===== src/rtl/uart_sram_tx_interface_pkg.sv =====
// Shared definitions for the UART SRAM transmit path: FSM states, word layout and baud constant.
package uart_sram_tx_interface_pkg;

  localparam int unsigned UART_CLKS_PER_BIT_115200 = 434;
  localparam int unsigned SRAM_ADDR_W              = 18;
  localparam int unsigned SRAM_DATA_W              = 16;

  typedef enum logic [2:0] {
    S_TX_IDLE,
    S_TX_FETCH,
    S_TX_WAIT,
    S_TX_CAPTURE,
    S_TX_SEND_HI,
    S_TX_SEND_LO,
    S_TX_FINISH
  } tx_state_type;

  typedef enum logic [1:0] {
    S_SER_IDLE,
    S_SER_START,
    S_SER_DATA,
    S_SER_STOP
  } tx_ser_state_type;

  // One SRAM word as it goes on the wire: hi byte first.
  typedef struct packed {
    logic [7:0] hi;
    logic [7:0] lo;
  } tx_word_t;

endpackage


===== src/rtl/uart_tx_serializer.sv =====
// 8N1 byte serializer; tx_ready_o reasserts on the last stop-bit cycle so frames can abut.
module uart_tx_serializer
  import uart_sram_tx_interface_pkg::*;
#(
  parameter int unsigned CLKS_PER_BIT = UART_CLKS_PER_BIT_115200
) (
  input  logic       CLOCK_50_I,
  input  logic       resetn,
  input  logic       tx_load_i,
  input  logic [7:0] tx_byte_i,
  output logic       tx_ready_o,
  output logic       tx_serial_o
);

  localparam int unsigned CNT_W = $clog2(CLKS_PER_BIT);
  localparam logic [CNT_W-1:0] CNT_LAST = CNT_W'(CLKS_PER_BIT - 1);

  tx_ser_state_type state_q, state_d;
  logic [CNT_W-1:0] cnt_q, cnt_d;
  logic [2:0]       idx_q, idx_d;
  logic [7:0]       shift_q, shift_d;
  logic             tx_q, tx_d;
  logic             ready_q, ready_d;

  always_ff @(posedge CLOCK_50_I or negedge resetn) begin
    if (!resetn) begin
      state_q <= S_SER_IDLE;
      cnt_q   <= '0;
      idx_q   <= '0;
      shift_q <= '0;
      tx_q    <= 1'b1;
      ready_q <= 1'b1;
    end else begin
      state_q <= state_d;
      cnt_q   <= cnt_d;
      idx_q   <= idx_d;
      shift_q <= shift_d;
      tx_q    <= tx_d;
      ready_q <= ready_d;
    end
  end

  always_comb begin
    state_d = state_q;
    cnt_d   = cnt_q;
    idx_d   = idx_q;
    shift_d = shift_q;
    tx_d    = tx_q;
    case (state_q)
      S_SER_IDLE: ;
      S_SER_START: begin
        if (cnt_q == CNT_LAST) begin
          cnt_d   = '0;
          idx_d   = '0;
          tx_d    = shift_q[0];
          shift_d = shift_q >> 1;
          state_d = S_SER_DATA;
        end else begin
          cnt_d = cnt_q + CNT_W'(1);
        end
      end
      S_SER_DATA: begin
        if (cnt_q == CNT_LAST) begin
          cnt_d = '0;
          if (idx_q == 3'd7) begin
            tx_d    = 1'b1;
            state_d = S_SER_STOP;
          end else begin
            idx_d   = idx_q + 3'd1;
            tx_d    = shift_q[0];
            shift_d = shift_q >> 1;
          end
        end else begin
          cnt_d = cnt_q + CNT_W'(1);
        end
      end
      S_SER_STOP: begin
        if (cnt_q == CNT_LAST) begin
          cnt_d   = '0;
          state_d = S_SER_IDLE;
        end else begin
          cnt_d = cnt_q + CNT_W'(1);
        end
      end
      default: state_d = S_SER_IDLE;
    endcase
    // A load overrides the stop-bit exit so the next start bit follows with no gap.
    if (tx_load_i && ready_q) begin
      state_d = S_SER_START;
      cnt_d   = '0;
      tx_d    = 1'b0;
      shift_d = tx_byte_i;
    end
    ready_d = (state_d == S_SER_IDLE) || ((state_d == S_SER_STOP) && (cnt_d == CNT_LAST));
  end

  assign tx_ready_o  = ready_q;
  assign tx_serial_o = tx_q;

endmodule


===== src/rtl/uart_sram_tx_interface.sv =====
// Reads a block of SRAM words and streams each as two back-to-back 8N1 frames, high byte first.
module uart_sram_tx_interface
  import uart_sram_tx_interface_pkg::*;
#(
  parameter int unsigned CLKS_PER_BIT = UART_CLKS_PER_BIT_115200
) (
  input  logic                   CLOCK_50_I,
  input  logic                   resetn,
  input  logic                   Start,
  input  logic [SRAM_ADDR_W-1:0] Start_address,
  input  logic [SRAM_ADDR_W-1:0] Word_count,
  output logic [SRAM_ADDR_W-1:0] SRAM_address,
  input  logic [SRAM_DATA_W-1:0] SRAM_read_data,
  output logic                   SRAM_we_n,
  output logic                   UART_TX_O,
  output logic                   Busy,
  output logic                   Done
);

  tx_state_type           state_q, state_d;
  logic [SRAM_ADDR_W-1:0] addr_q, addr_d;
  logic [SRAM_ADDR_W-1:0] remain_q, remain_d;
  tx_word_t               cur_q, cur_d;
  tx_word_t               nxt_q, nxt_d;
  logic                   nxt_valid_q, nxt_valid_d;
  logic [1:0]             pf_cnt_q, pf_cnt_d;
  logic                   busy_q, busy_d;
  logic                   done_q, done_d;
  logic                   tx_load_c;
  logic [7:0]             tx_byte_c;
  logic                   tx_ready;

  uart_tx_serializer #(.CLKS_PER_BIT(CLKS_PER_BIT)) u_ser (
    .CLOCK_50_I  (CLOCK_50_I),
    .resetn      (resetn),
    .tx_load_i   (tx_load_c),
    .tx_byte_i   (tx_byte_c),
    .tx_ready_o  (tx_ready),
    .tx_serial_o (UART_TX_O)
  );

  always_ff @(posedge CLOCK_50_I or negedge resetn) begin
    if (!resetn) begin
      state_q     <= S_TX_IDLE;
      addr_q      <= '0;
      remain_q    <= '0;
      cur_q       <= '0;
      nxt_q       <= '0;
      nxt_valid_q <= 1'b0;
      pf_cnt_q    <= '0;
      busy_q      <= 1'b0;
      done_q      <= 1'b0;
    end else begin
      state_q     <= state_d;
      addr_q      <= addr_d;
      remain_q    <= remain_d;
      cur_q       <= cur_d;
      nxt_q       <= nxt_d;
      nxt_valid_q <= nxt_valid_d;
      pf_cnt_q    <= pf_cnt_d;
      busy_q      <= busy_d;
      done_q      <= done_d;
    end
  end

  always_comb begin
    state_d     = state_q;
    addr_d      = addr_q;
    remain_d    = remain_q;
    cur_d       = cur_q;
    nxt_d       = nxt_q;
    nxt_valid_d = nxt_valid_q;
    pf_cnt_d    = pf_cnt_q;
    busy_d      = busy_q;
    done_d      = 1'b0;
    tx_load_c   = 1'b0;
    tx_byte_c   = cur_q.lo;

    // Prefetch pipeline: address presented at stage 1, data captured at stage 3.
    if (pf_cnt_q != 2'd0) begin
      if (pf_cnt_q == 2'd3) begin
        nxt_d       = tx_word_t'(SRAM_read_data);
        nxt_valid_d = 1'b1;
        remain_d    = remain_q - SRAM_ADDR_W'(1);
        pf_cnt_d    = 2'd0;
      end else begin
        pf_cnt_d = pf_cnt_q + 2'd1;
      end
    end

    case (state_q)
      S_TX_IDLE: begin
        busy_d = Start;
        if (Start) begin
          remain_d = Word_count;
          if (Word_count == '0) begin
            state_d = S_TX_FINISH;
          end else begin
            addr_d  = Start_address;
            state_d = S_TX_FETCH;
          end
        end
      end
      S_TX_FETCH: state_d = S_TX_WAIT;
      S_TX_WAIT:  state_d = S_TX_CAPTURE;
      S_TX_CAPTURE: begin
        cur_d    = tx_word_t'(SRAM_read_data);
        remain_d = remain_q - SRAM_ADDR_W'(1);
        state_d  = S_TX_SEND_HI;
      end
      S_TX_SEND_HI: begin
        tx_byte_c = cur_q.hi;
        if (tx_ready) begin
          tx_load_c = 1'b1;
          state_d   = S_TX_SEND_LO;
          if (remain_q != '0) begin
            addr_d   = addr_q + SRAM_ADDR_W'(1);
            pf_cnt_d = 2'd1;
          end
        end
      end
      S_TX_SEND_LO: begin
        tx_byte_c = cur_q.lo;
        if (tx_ready) begin
          tx_load_c = 1'b1;
          if (nxt_valid_q) begin
            cur_d       = nxt_q;
            nxt_valid_d = 1'b0;
            state_d     = S_TX_SEND_HI;
          end else begin
            state_d = S_TX_FINISH;
          end
        end
      end
      S_TX_FINISH: begin
        if (tx_ready) begin
          done_d  = 1'b1;
          state_d = S_TX_IDLE;
        end
      end
      default: state_d = S_TX_IDLE;
    endcase
  end

  assign SRAM_address = addr_q;
  assign SRAM_we_n    = 1'b1;
  assign Busy         = busy_q;
  assign Done         = done_q;

endmodule


===== config.mk =====
export PLATFORM = sky130hd
export DESIGN_NAME = uart_sram_tx_interface
export DESIGN_NICKNAME = d
export VERILOG_FILES = /design/src/rtl/uart_sram_tx_interface_pkg.sv /design/src/rtl/uart_tx_serializer.sv /design/src/rtl/uart_sram_tx_interface.sv
export SDC_FILE = /design/constraint.sdc
export NUM_CORES = 1
export LEC_CHECK = 0
export ABC_AREA = 1
export BUFFER_PORTS_ARGS = -buffer_cell sky130_fd_sc_hd__buf_2
export CAP_MARGIN = 30
export CORE_ASPECT_RATIO = 0.6
export CORE_MARGIN = 2
export CORE_UTILIZATION = 58
export DETAILED_ROUTE_END_ITERATION = 7
export HOLD_SLACK_MARGIN = 0.02
export PLACE_DENSITY = 0.8
export SETUP_SLACK_MARGIN = 0.05
export SLEW_MARGIN = 15
export SYNTH_ARGS = -nofsm -noshare
export SYNTH_HDL_FRONTEND = slang
export SYNTH_HIERARCHICAL = 1
export SYNTH_SLANG_ARGS = --single-unit

===== constraint.sdc =====
create_clock -name CLOCK_50_I -period 2.2 [get_ports CLOCK_50_I]
set_clock_uncertainty 0.2 [all_clocks]
set_input_delay 0.44 -clock CLOCK_50_I [delete_from_list [all_inputs] [get_ports CLOCK_50_I]]
set_output_delay 0.44 -clock CLOCK_50_I [all_outputs]
set_load 0.01 [all_outputs]

==> out/metrics.csv, run 1 <==
metric,value,unit
status,"complete, no violations",
Post-synth EDFFs,0,
synthesized area,5860,um^2
Post-CTS Setup Bufs,0,
Synth Area per Inst,7.27,um^2
WHS Path Cells,3,
"commonest non-fill, non-tap cells in the layout","nand2_1, dfrtp_1, inv_1",
vias per cell,5.50,
fin cells,1031,
Die Y,81.9,um
Leak,3.58,nW
largest net degree at the start of global routing,37,
Total Routed Length,14700,um
io pins,77,
TritonCTS clock tree,done,
placed cells,1014,
slowest CP cell,dfrtp_1,
drt wl/cell,14.3,um
DP Wirelength,11000,um
"flops & latches, synth",100,
crit-path most repeated cell,nand2_1,
CP arrival,2.10,ns
"antenna viol nets, final",0,
class of the worst hold path,input port to flop,
Synth Instances,806,
CTS root buf,clkbuf_16,
first-pass GRT wire length,24200,um
final setup TNS,0,ns
Max stage delay on crit path,0.46,ns
Fmax achieved,0.488,GHz
ys async rst share,100,%
worst-path cell chain,"inv_2, nand2_1, nor2_2, nand2_1, nand2_1, nand2_1, inv_1, nand2_1, o211ai_1",
TritonCTS Buffers,9,
register area,2500,um^2
Max VDD drop,402,uV
"Hold Vio Cnt, Final",0,
YS warnings,6,
Buffers on Ports,75,
r2r setup slk,0.15,ns
Antenna Diode Count,0,
final slew viol count,0,
initial core utilization,59.5,%
CP Max Fanout,9,
vias,5675,
# nets final,955,
register area share after synthesis,42.7,%
vias in the first global route,5122,
die area,11000,um^2
synth unique cells,40,
Clock Latency Late Sink,0.35,ns
GRT Resource Usage Total,27.9,%
Syn Nets,870,
gpl congestion,0.983,
initial antenna violation count,0,
Worst Setup Path Type,flop to flop,
crit end category,flop,
proportion of layout cells with a drive suffix above 1,17.0,%
Power Density,553,nW/um^2
Overflow after GRT,0,
Required @ worst endpoint,2.26,ns
fill count,781,
"commonest non-fill, non-tap cell in the layout",nand2_1,
final worst path period share,93.1,%
final-report setup violation count,0,
row count,28,
Starting DRT DRC Count,498,
Initial DRT Pass Iterations,5,
DIE WIDTH,134,um
Synth Flop Type,dfrtp_1,
critical path startpoint category,flop,
TritonCTS Sinks,100,
Max Cap Viol,0,
Tmin final,2.05,ns
# DRC,0,
H-tree lvl count,3,
clock transition at the registers of the reported paths,0.07,ns
maximum root-to-sink buffer count,2,
Multi-input gate area,2880,um^2
core area,9840,um^2
cell count of the worst reg-to-reg path,9,
"Area growth, synth to finish",15.9,%
unrepaired setup endpoints after global routing,true,
==> state kept, by name, indices dropped and copies added (netlist names) <==
signal,flops
u_ser/tx_ready_o,1
u_ser/cnt_q,9
Done,1
pf_cnt_q,2
nxt_q,16
SRAM_address,18
u_ser/idx_q,3
remain_q,18
u_ser/tx_serial_o,1
u_ser/state_q,2
u_ser/shift_q,8
state_q,3
nxt_valid_q,1
Busy,1
cur_q,16
==> logic make-up after synthesis <==
kind of cell             after synthesis  synth area share (%)
other                                  1                0.0640
adder cells (fa/ha/maj)                9                  1.92
flip-flops                           100                  42.7
buffers and inverters                115                  8.13
AND/OR/NAND/NOR                      467                  34.4
multiplexers                           4                 0.683
XOR/XNOR                              14                  2.09
AO/OA/AOI/OAI                         96                  9.93
==> report_power, final <==
part	total [W]	switching (W)	internal (W)
clock	0.00169	0.000725	0.000960
sequential	0.00189	0.0000167	0.00187
combinational	0.000183	0.000107	0.0000753
==> layout make-up <==
cell class	instances	area share, %
clock buffers	11	3.72
flip-flops and latches	100	36.9
multi-input cells	591	42.4
clock inverters	5	0.994
repair buffers	95	8.29
well taps	135	2.49
inverters	94	5.19
==> cell usage after synthesis (all sizes together), types with 2 or more instances <==
| master | instances | area (um^2) |
|---|---|---|
| inv | 94 | 353 |
| a21boi | 2 | 18.8 |
| a31oi | 8 | 50.1 |
| o21bai | 6 | 45.0 |
| xor2 | 13 | 114 |
| o211ai | 16 | 120 |
| a21oi | 6 | 30.0 |
| a22oi | 5 | 37.5 |
| dfstp | 2 | 52.6 |
| or2 | 5 | 31.3 |
| nand2 | 295 | 1120 |
| clkbuf | 5 | 18.8 |
| ha | 9 | 113 |
| buf | 16 | 105 |
| nand4 | 14 | 87.6 |
| nor3 | 4 | 20.0 |
| o21ai | 47 | 235 |
| dfrtp | 98 | 2450 |
| mux2i | 4 | 40.0 |
| o22ai | 2 | 12.5 |
| nand3 | 63 | 330 |
| nor2 | 85 | 417 |
==> final timing paths <==
| check | startpoint | endpoint |
|---|---|---|
| hold reg to reg | nxt_q[1]$_DFFE_PN0P_ | nxt_q[1]$_DFFE_PN0P_ |
| min in group asynchronous | resetn | remain_q[3]$_DFF_PN0_ |
| setup reg to reg | state_q[2]$_DFFE_PN0P_ | remain_q[7]$_DFF_PN0_ |
| hold / removal | SRAM_read_data[7] | nxt_q[7]$_DFFE_PN0P_ |
| setup / recovery | state_q[2]$_DFFE_PN0P_ | remain_q[7]$_DFF_PN0_ |
| max in group asynchronous | resetn | u_ser/tx_ready_o$_DFF_PN1_ |
==> per-layer routing <==
| layer | GRT usage [%] | up-vias | wire (um) |
|---|---|---|---|
| met5 | 0 | - | 0 |
| met4 | 8.83 | 0 | 246 |
| met3 | 6.91 | 33 | 1340 |
| met2 | 40.3 | 290 | 6030 |
| met1 | 41.2 | 2608 | 7080 |
| li1 | - | 2744 | - |
==> metrics by stage <==
stage               utilization [%]  power [W]  instance area, um^2  hold slack, ns  worst slack (ns)
floorplan                         -    0.00199                 5860         -0.0556             0.281
global placement               65.5    0.00210                 6450           0.235             0.229
detailed placement             65.5    0.00211                 6450           0.234             0.176
CTS                            68.9    0.00378                 6780          0.0991             0.142
global route                   69.0    0.00389                 6790          0.0984            0.0316
finish                         69.0    0.00376                 6790           0.107             0.152
==> critical path, delay by kind of cell, from the launching register on <==
| family | cells | cell delay [ns] |
|---|---|---|
| DFF | 1 | 0.46 |
| buffers and inverters | 2 | 0.49 |
| AOI/OAI and AO/OA | 1 | 0.12 |
| and+or+nand+nor | 6 | 0.68 |
==> what timing repair did <==
action / in CTS / in global routing
setup endpoints to repair: 0 / 13
gates resized for setup: 0 / 4
hold buffers: 1 / 0
hold endpoints to repair: 32 / 0
(Power assumes the default switching activity.)
==> run 2, diff against run 1 <==
--- a/config.mk
+++ b/config.mk
@@ -5,7 +5,6 @@
 export SDC_FILE = /design/constraint.sdc
 export NUM_CORES = 1
 export LEC_CHECK = 0
-export ABC_AREA = 1
 export BUFFER_PORTS_ARGS = -buffer_cell sky130_fd_sc_hd__buf_2
 export CAP_MARGIN = 30
 export CORE_ASPECT_RATIO = 0.6
==> out/metrics.csv, run 2 <==
metric,value,unit,change
WHS,0.110,ns,+0.00254 ns
Required @ worst endpoint,2.24,ns,-0.02 ns
TritonCTS Buffers,9,,unchanged
"commonest non-fill, non-tap cells in the layout","dfrtp_1, nand2_1, buf_4",,
DIE WIDTH,133,um,-0.78%
main combinational cell family by area after synthesis,simple AND/OR/NAND/NOR gates,,
Post-synth top cells,"dfrtp_1, nand2_1, o21ai_0",,
final worst path period share,105,%,+11 points
Clock Latency Late Sink,0.35,ns,about the same
core area,9770,um^2,-0.71%
CP Max Fanout,9,,unchanged
placed cells,868,,-14%
XOR/XNOR share of the synthesized area,1.97,%,-0.12 points
Max Cap Viol,0,,unchanged
class of the worst hold path,input port to flop,,
die area,10800,um^2,-1.5%
CP arrival,2.34,ns,+0.24 ns
"commonest non-fill, non-tap cell in the layout",dfrtp_1,,
"Hold Vio Cnt, Final",0,,unchanged
# nets final,828,,-13%
critical path startpoint category,flop,,
Post-synth EDFFs,0,,unchanged
vias in the first global route,5403,,+5.5%
DP Wirelength,11700,um,+6.7%
Synth Area in Adders,1.95,%,+0.031 points
clock power share,18.4,%,-26 points
Buffers on Ports,75,,unchanged
Synth Area per Inst,9.35,um^2,+29%
WHS Path Cells,3,,unchanged
Overflow after GRT,0,,unchanged
synthesized area,5770,um^2,-1.6%
row count,28,,unchanged
maximum root-to-sink buffer count,2,,unchanged
power share of the sequential group,32.6,%,-18 points
Total Routed Length,17500,um,+19%
YS warnings,6,,unchanged
most common cell in the netlist,dfrtp_1,,
vias per cell,6.30,,+14%
failing checks,negative setup slack,,
setup slack after layout,-0.0995,ns,-0.251 ns
post-synthesis mux area share,7.64,%,+7.0 points
switching power,0.00397,W,+370%
initial core utilization,59.0,%,-0.53 points
Antenna Diode Count,0,,unchanged
Leak,3.41,nW,-4.6%
# DRC,0,,unchanged
first-pass GRT wire length,26900,um,+11%
r2r setup slk,-0.1,ns,-0.25 ns
TritonCTS clock tree,done,,
largest net degree at the start of global routing,33,,-11%
synth top area cells,"dfrtp_1, nand2_1, mux2i_1, o21ai_0, mux2_2",,
initial antenna violation count,0,,unchanged
GRT Resource Usage Total,31.7,%,+3.8 points
ys async rst share,100,%,unchanged
final slew viol count,0,,unchanged
Slew Limit Headroom,63.6,%,
Tmin final,2.30,ns,+0.251 ns
final cell utilization of the core,77.8,%,+8.7 points
Synth Area in Compound Gates,17.9,%,+7.9 points
cell count of the worst reg-to-reg path,7,,-2
Net Sw Frac,41.1,%,+18 points
final-report setup violation count,14,,+14
clock transition at the registers of the reported paths,0.07,ns,about the same
Initial DRT Pass Iterations,6,,+1
H-tree lvl count,3,,unchanged
"Area growth, synth to finish",31.8,%,
crit end category,flop,,
vias,5695,,+0.35%
Post-Synth Simple-Gate Area,22.5,%,-12 points
Synth Flop Type,dfrtp_1,,
area fraction of the dominant cell type after synthesis,42.5,%,+0.68 points
Pint,0.00570,W,+96%
status,"complete, but fails checks",,
gpl congestion,0.920,,-6.4%
final setup TNS,-0.622,ns,-0.622 ns
Syn Nets,681,,-22%
Synth Instances,617,,-23%
"antenna viol nets, final",0,,unchanged
proportion of layout cells with a drive suffix above 1,38.6,%,+22 points
fin cells,904,,-12%
register area share after synthesis,43.4,%,+0.70 points
"area leader, netlist",dfrtp_1,,
Die Y,81.2,um,-0.77%
Starting DRT DRC Count,616,,+24%
synth unique cells,81,,+100%
CTS root buf,clkbuf_16,,
Worst Setup Path Type,flop to flop,,
Gate power share,49.0,%,+44 points
unrepaired setup endpoints after global routing,true,,
io pins,77,,unchanged
Fmax achieved,0.435,GHz,-11%
drt wl/cell,19.4,um,+36%
Max VDD drop,812,uV,+100%
Power Density,1270,nW/um^2,+130%
TritonCTS Sinks,100,,unchanged
"flops & latches, synth",100,,unchanged
dpl ws,-0.176,ns,-0.353 ns
Worst Tran Pin Value,0.543,ns,
run 2: changes by cell type after synthesis, moves of 13 or more:
| cell | change |
|---|---|
| mux2_2 | +16 |
| nor2_1 | -27 |
| nor3_1 | +22 |
| nand2_1 | -196 |
| o21ai_0 | +15 |
| inv_1 | -72 |
| nand3_1 | -44 |
| a21oi_1 | +13 |
| mux2i_1 | +22 |
run 2: layout make-up:
| class | count | area, um^2 |
|---|---|---|
| Multi-Input combinational cell | 468 | 3350 |
| Clock inverter | 7 | 106 |
| Timing Repair Buffer | 171 | 1180 |
| Sequential cell | 100 | 2510 |
| Clock buffer | 9 | 225 |
| Tap cell | 135 | 169 |
| Fill cell | 637 | 2170 |
| Inverter | 14 | 52.6 |
run 2: path summary, 6_finish.rpt:
check,from,to
max in group asynchronous,resetn,u_ser/tx_serial_o$_DFFE_PN1P_
max reg2reg,state_q[2]$_DFFE_PN0P_,SRAM_address[12]$_DFFE_PN0P_
max,state_q[2]$_DFFE_PN0P_,SRAM_address[12]$_DFFE_PN0P_
min reg2reg,u_ser/idx_q[1]$_DFFE_PN0P_,u_ser/idx_q[1]$_DFFE_PN0P_
min,Word_count[8],remain_q[8]$_DFF_PN0_
min in group asynchronous,resetn,nxt_q[12]$_DFFE_PN0P_
run 2: per-stage QoR:
step / area [um^2] / total power (W)
after detailed placement: 6760 / 0.00705
after CTS: 7350 / 0.00920
after global routing: 7600 / 0.0102
after floorplan: 5810 / 0.00551
final: 7600 / 0.00967
after global placement: 6760 / 0.00685
run 2: power by group through the flow:
| stage | logic (W) | clock network, W | registers (W) |
|---|---|---|---|
| 6_report | 0.00474 | 0.00178 | 0.00316 |
| 4_1_cts | 0.00432 | 0.00180 | 0.00309 |
| 2_1_floorplan | 0.00250 | 0 | 0.00301 |
| 5_1_grt | 0.00509 | 0.00188 | 0.00322 |
| 3_3_place_gp | 0.00381 | 0 | 0.00304 |
| 3_5_place_dp | 0.00394 | 0 | 0.00311 |
run 2: routing by layer:
layer  part of all wire [%]  GRT usage (%)  vias to the layer above
met5                      0              0                        -
met4                    1.3           8.92                        0
met3                    8.8           6.05                       33
met2                     47           51.1                      348
met1                     43           44.2                     2764
li1                       -              -                     2550
run 2: logic make-up (layout without fill, tap and decap cells):
family	after synthesis	in the layout
multiplexers	42	42
flip-flops	100	100
AO/OA/AOI/OAI	153	153
buffers and inverters	50	201
adder cells (fa/ha/maj)	9	9
XOR/XNOR	13	13
other	1	1
AND/OR/NAND/NOR	249	250
run 2: timing repair:
action                                  in CTS  in global routing
hold buffers                                 1                  0
gates resized for setup                     50                 42
setup buffers                               10                  8
endpoints found under the hold margin       27                  0
gates cloned                                 0                  1
pin swaps                                   29                 12
endpoints found under the setup margin      43                 50
run 2: critical path, stage by stage, from the launching register on:
cell and delay, ns:
dfrtp_2 0.49, nor4_2 0.41, nand3_1 0.14, buf_4 0.18, o21ai_2 0.24, buf_4 0.24
a211oi_2 0.07, o22a_1 0.20
==> run 3, diff against run 2 <==
--- a/config.mk
+++ b/config.mk
@@ -13,7 +13,7 @@
 export DETAILED_ROUTE_END_ITERATION = 7
 export HOLD_SLACK_MARGIN = 0.02
 export PLACE_DENSITY = 0.8
-export SETUP_SLACK_MARGIN = 0.05
+export SETUP_SLACK_MARGIN = 0.1
 export SLEW_MARGIN = 15
 export SYNTH_ARGS = -nofsm -noshare
 export SYNTH_HDL_FRONTEND = slang
==> out/metrics.csv, run 3 (synthesized netlist as in run 2, its figures left out) <==
metric,value,unit,change
Max Cap Viol,0,,unchanged
Power Density,1260,nW/um^2,-1.4%
"Hold Vio Cnt, Final",0,,unchanged
placed inst area,6690,um^2,-1.0%
Slew Limit Headroom,66.8,%,+3.3 points
Max VDD drop,749,uV,-7.8%
Worst Tran Pin Value,0.496,ns,-0.0469 ns
final slew viol count,0,,unchanged
crit end category,flop,,
"commonest non-fill, non-tap cell in the layout",dfrtp_1,,
fill count,576,,-9.6%
die area,10800,um^2,unchanged
Post-Layout Inst Area,7720,um^2,+1.6%
Antenna Diode Count,0,,unchanged
GRT Resource Usage Total,29.8,%,-1.9 points
failing checks,negative setup slack,,
Worst Setup Path Type,flop to flop,,
Fmax achieved,0.415,GHz,-4.6%
TritonCTS Sinks,100,,unchanged
Leak,3.41,nW,about the same
Tmin final,2.41,ns,+0.110 ns
setup slack after layout,-0.209,ns,-0.110 ns
H-tree lvl count,3,,unchanged
Total Routed Length,17700,um,+1.3%
Buffers on Ports,75,,unchanged
io pins,77,,unchanged
drt wl/cell,19.8,um,+2.1%
Die Y,81.2,um,unchanged
DIE WIDTH,133,um,unchanged
TritonCTS clock tree,done,,
class of the worst hold path,input port to flop,,
vias,5842,,+2.6%
"Area growth, synth to finish",33.9,%,
row count,28,,unchanged
vias per cell,6.51,,+3.4%
final worst path period share,110,%,+5.0 points
"commonest non-fill, non-tap cells in the layout","dfrtp_1, nand2_1, buf_2",,
"antenna viol nets, final",0,,unchanged
vias in the first global route,5370,,-0.61%
clock transition at the registers of the reported paths,0.07,ns,about the same
gpl congestion,0.917,,-0.27%
initial core utilization,59.0,%,unchanged
CP Max Fanout,8,,-1
Clock Latency Late Sink,0.35,ns,about the same
largest net degree at the start of global routing,42,,+27%
final setup TNS,-2.67,ns,-2.05 ns
unrepaired setup endpoints after global routing,true,,
initial antenna violation count,0,,unchanged
Overflow after GRT,0,,unchanged
status,"complete, but fails checks",,
final-report setup violation count,24,,+10
DP Wirelength,10800,um,-8.2%
first-pass GRT wire length,25800,um,-4.3%
TritonCTS Buffers,9,,unchanged
proportion of layout cells with a drive suffix above 1,40.6,%,+1.9 points
CP arrival,2.48,ns,+0.14 ns
Initial DRT Pass Iterations,5,,-1
# DRC,0,,unchanged
CTS root buf,clkbuf_16,,
Required @ worst endpoint,2.27,ns,+0.03 ns
maximum root-to-sink buffer count,2,,unchanged
# nets final,821,,-0.85%
critical path startpoint category,flop,,
core area,9770,um^2,unchanged
Starting DRT DRC Count,563,,-8.6%
==> run 3: final cells by class <==
class	instances	area [um^2]	area share, %
clock buffers	9	225	2.92
clock inverters	7	81.3	1.05
inverters	14	52.6	0.681
multi-input cells	467	3490	45.2
flip-flops and latches	100	2510	32.6
well taps	135	169	2.19
repair buffers	165	1190	15.4
==> run 3: power by group <==
| group | switching, W | leakage, nW | total [W] | internal, W |
|---|---|---|---|---|
| registers | 0.000680 | 1.15 | 0.00317 | 0.00249 |
| clock network | 0.000766 | 0.141 | 0.00166 | 0.000899 |
| logic | 0.00262 | 2.13 | 0.00485 | 0.00224 |
==> run 3: critical path: stages (launching register included) <==
cell and delay (ns):
dfrtp_2 0.45, buf_12 0.15, nor4_1 0.37, nand3_1 0.32
o21ai_2 0.30, buf_4 0.24, nor4_1 0.10, nor3_2 0.20
==> run 3: metal layers <==
| layer | vias to the layer above | track usage, % | wire length, um |
|---|---|---|---|
| met1 | 2841 | 39.7 | 7100 |
| met5 | - | 0 | 0 |
| li1 | 2528 | - | - |
| met3 | 98 | 6.62 | 1600 |
| met2 | 375 | 49.8 | 8350 |
| met4 | 0 | 8.71 | 671 |
==> run 3: worst paths after layout <==
| path | start | end | depth (start not counted) | slack [ns] |
|---|---|---|---|---|
| max in group asynchronous | resetn | remain_q[8]$_DFF_PN0_ | 3 | 0.88 |
| hold reg to reg | cur_q[3]$_DFFE_PN0P_ | cur_q[3]$_DFFE_PN0P_ | 2 | 0.28 |
| setup / recovery | state_q[1]$_DFFE_PN0P_ | SRAM_address[17]$_DFFE_PN0P_ | 7 | -0.21 |
| setup reg to reg | state_q[1]$_DFFE_PN0P_ | SRAM_address[17]$_DFFE_PN0P_ | 7 | -0.21 |
| min in group asynchronous | resetn | remain_q[12]$_DFF_PN0_ | 2 | 0.31 |
| hold / removal | Word_count[8] | remain_q[8]$_DFF_PN0_ | 3 | 0.09 |
==> run 3: through the flow <==
| stage | hold WS [ns] | util, % | power [W] | setup slack [ns] | instances |
|---|---|---|---|---|---|
| 2_1_floorplan | -0.0556 | - | 0.00554 | -0.0718 | 617 |
| 3_3_place_gp | 0.134 | 68.5 | 0.00679 | -0.125 | 857 |
| 3_5_place_dp | 0.138 | 68.5 | 0.00697 | -0.213 | 857 |
| 4_1_cts | 0.101 | 74.5 | 0.00896 | -0.162 | 884 |
| 5_1_grt | 0.103 | 79.0 | 0.0102 | -0.264 | 897 |
| 6_report | 0.0945 | 79.0 | 0.00969 | -0.209 | 897 |
==> run 3: timing repair <==
item,CTS,global route
resized for setup,54,80
hold buffers,1,0
endpoints found under the setup margin,39,54
pin swaps,32,33
hold endpoints to repair,16,0
gates cloned,0,1
buffers inserted,10,12
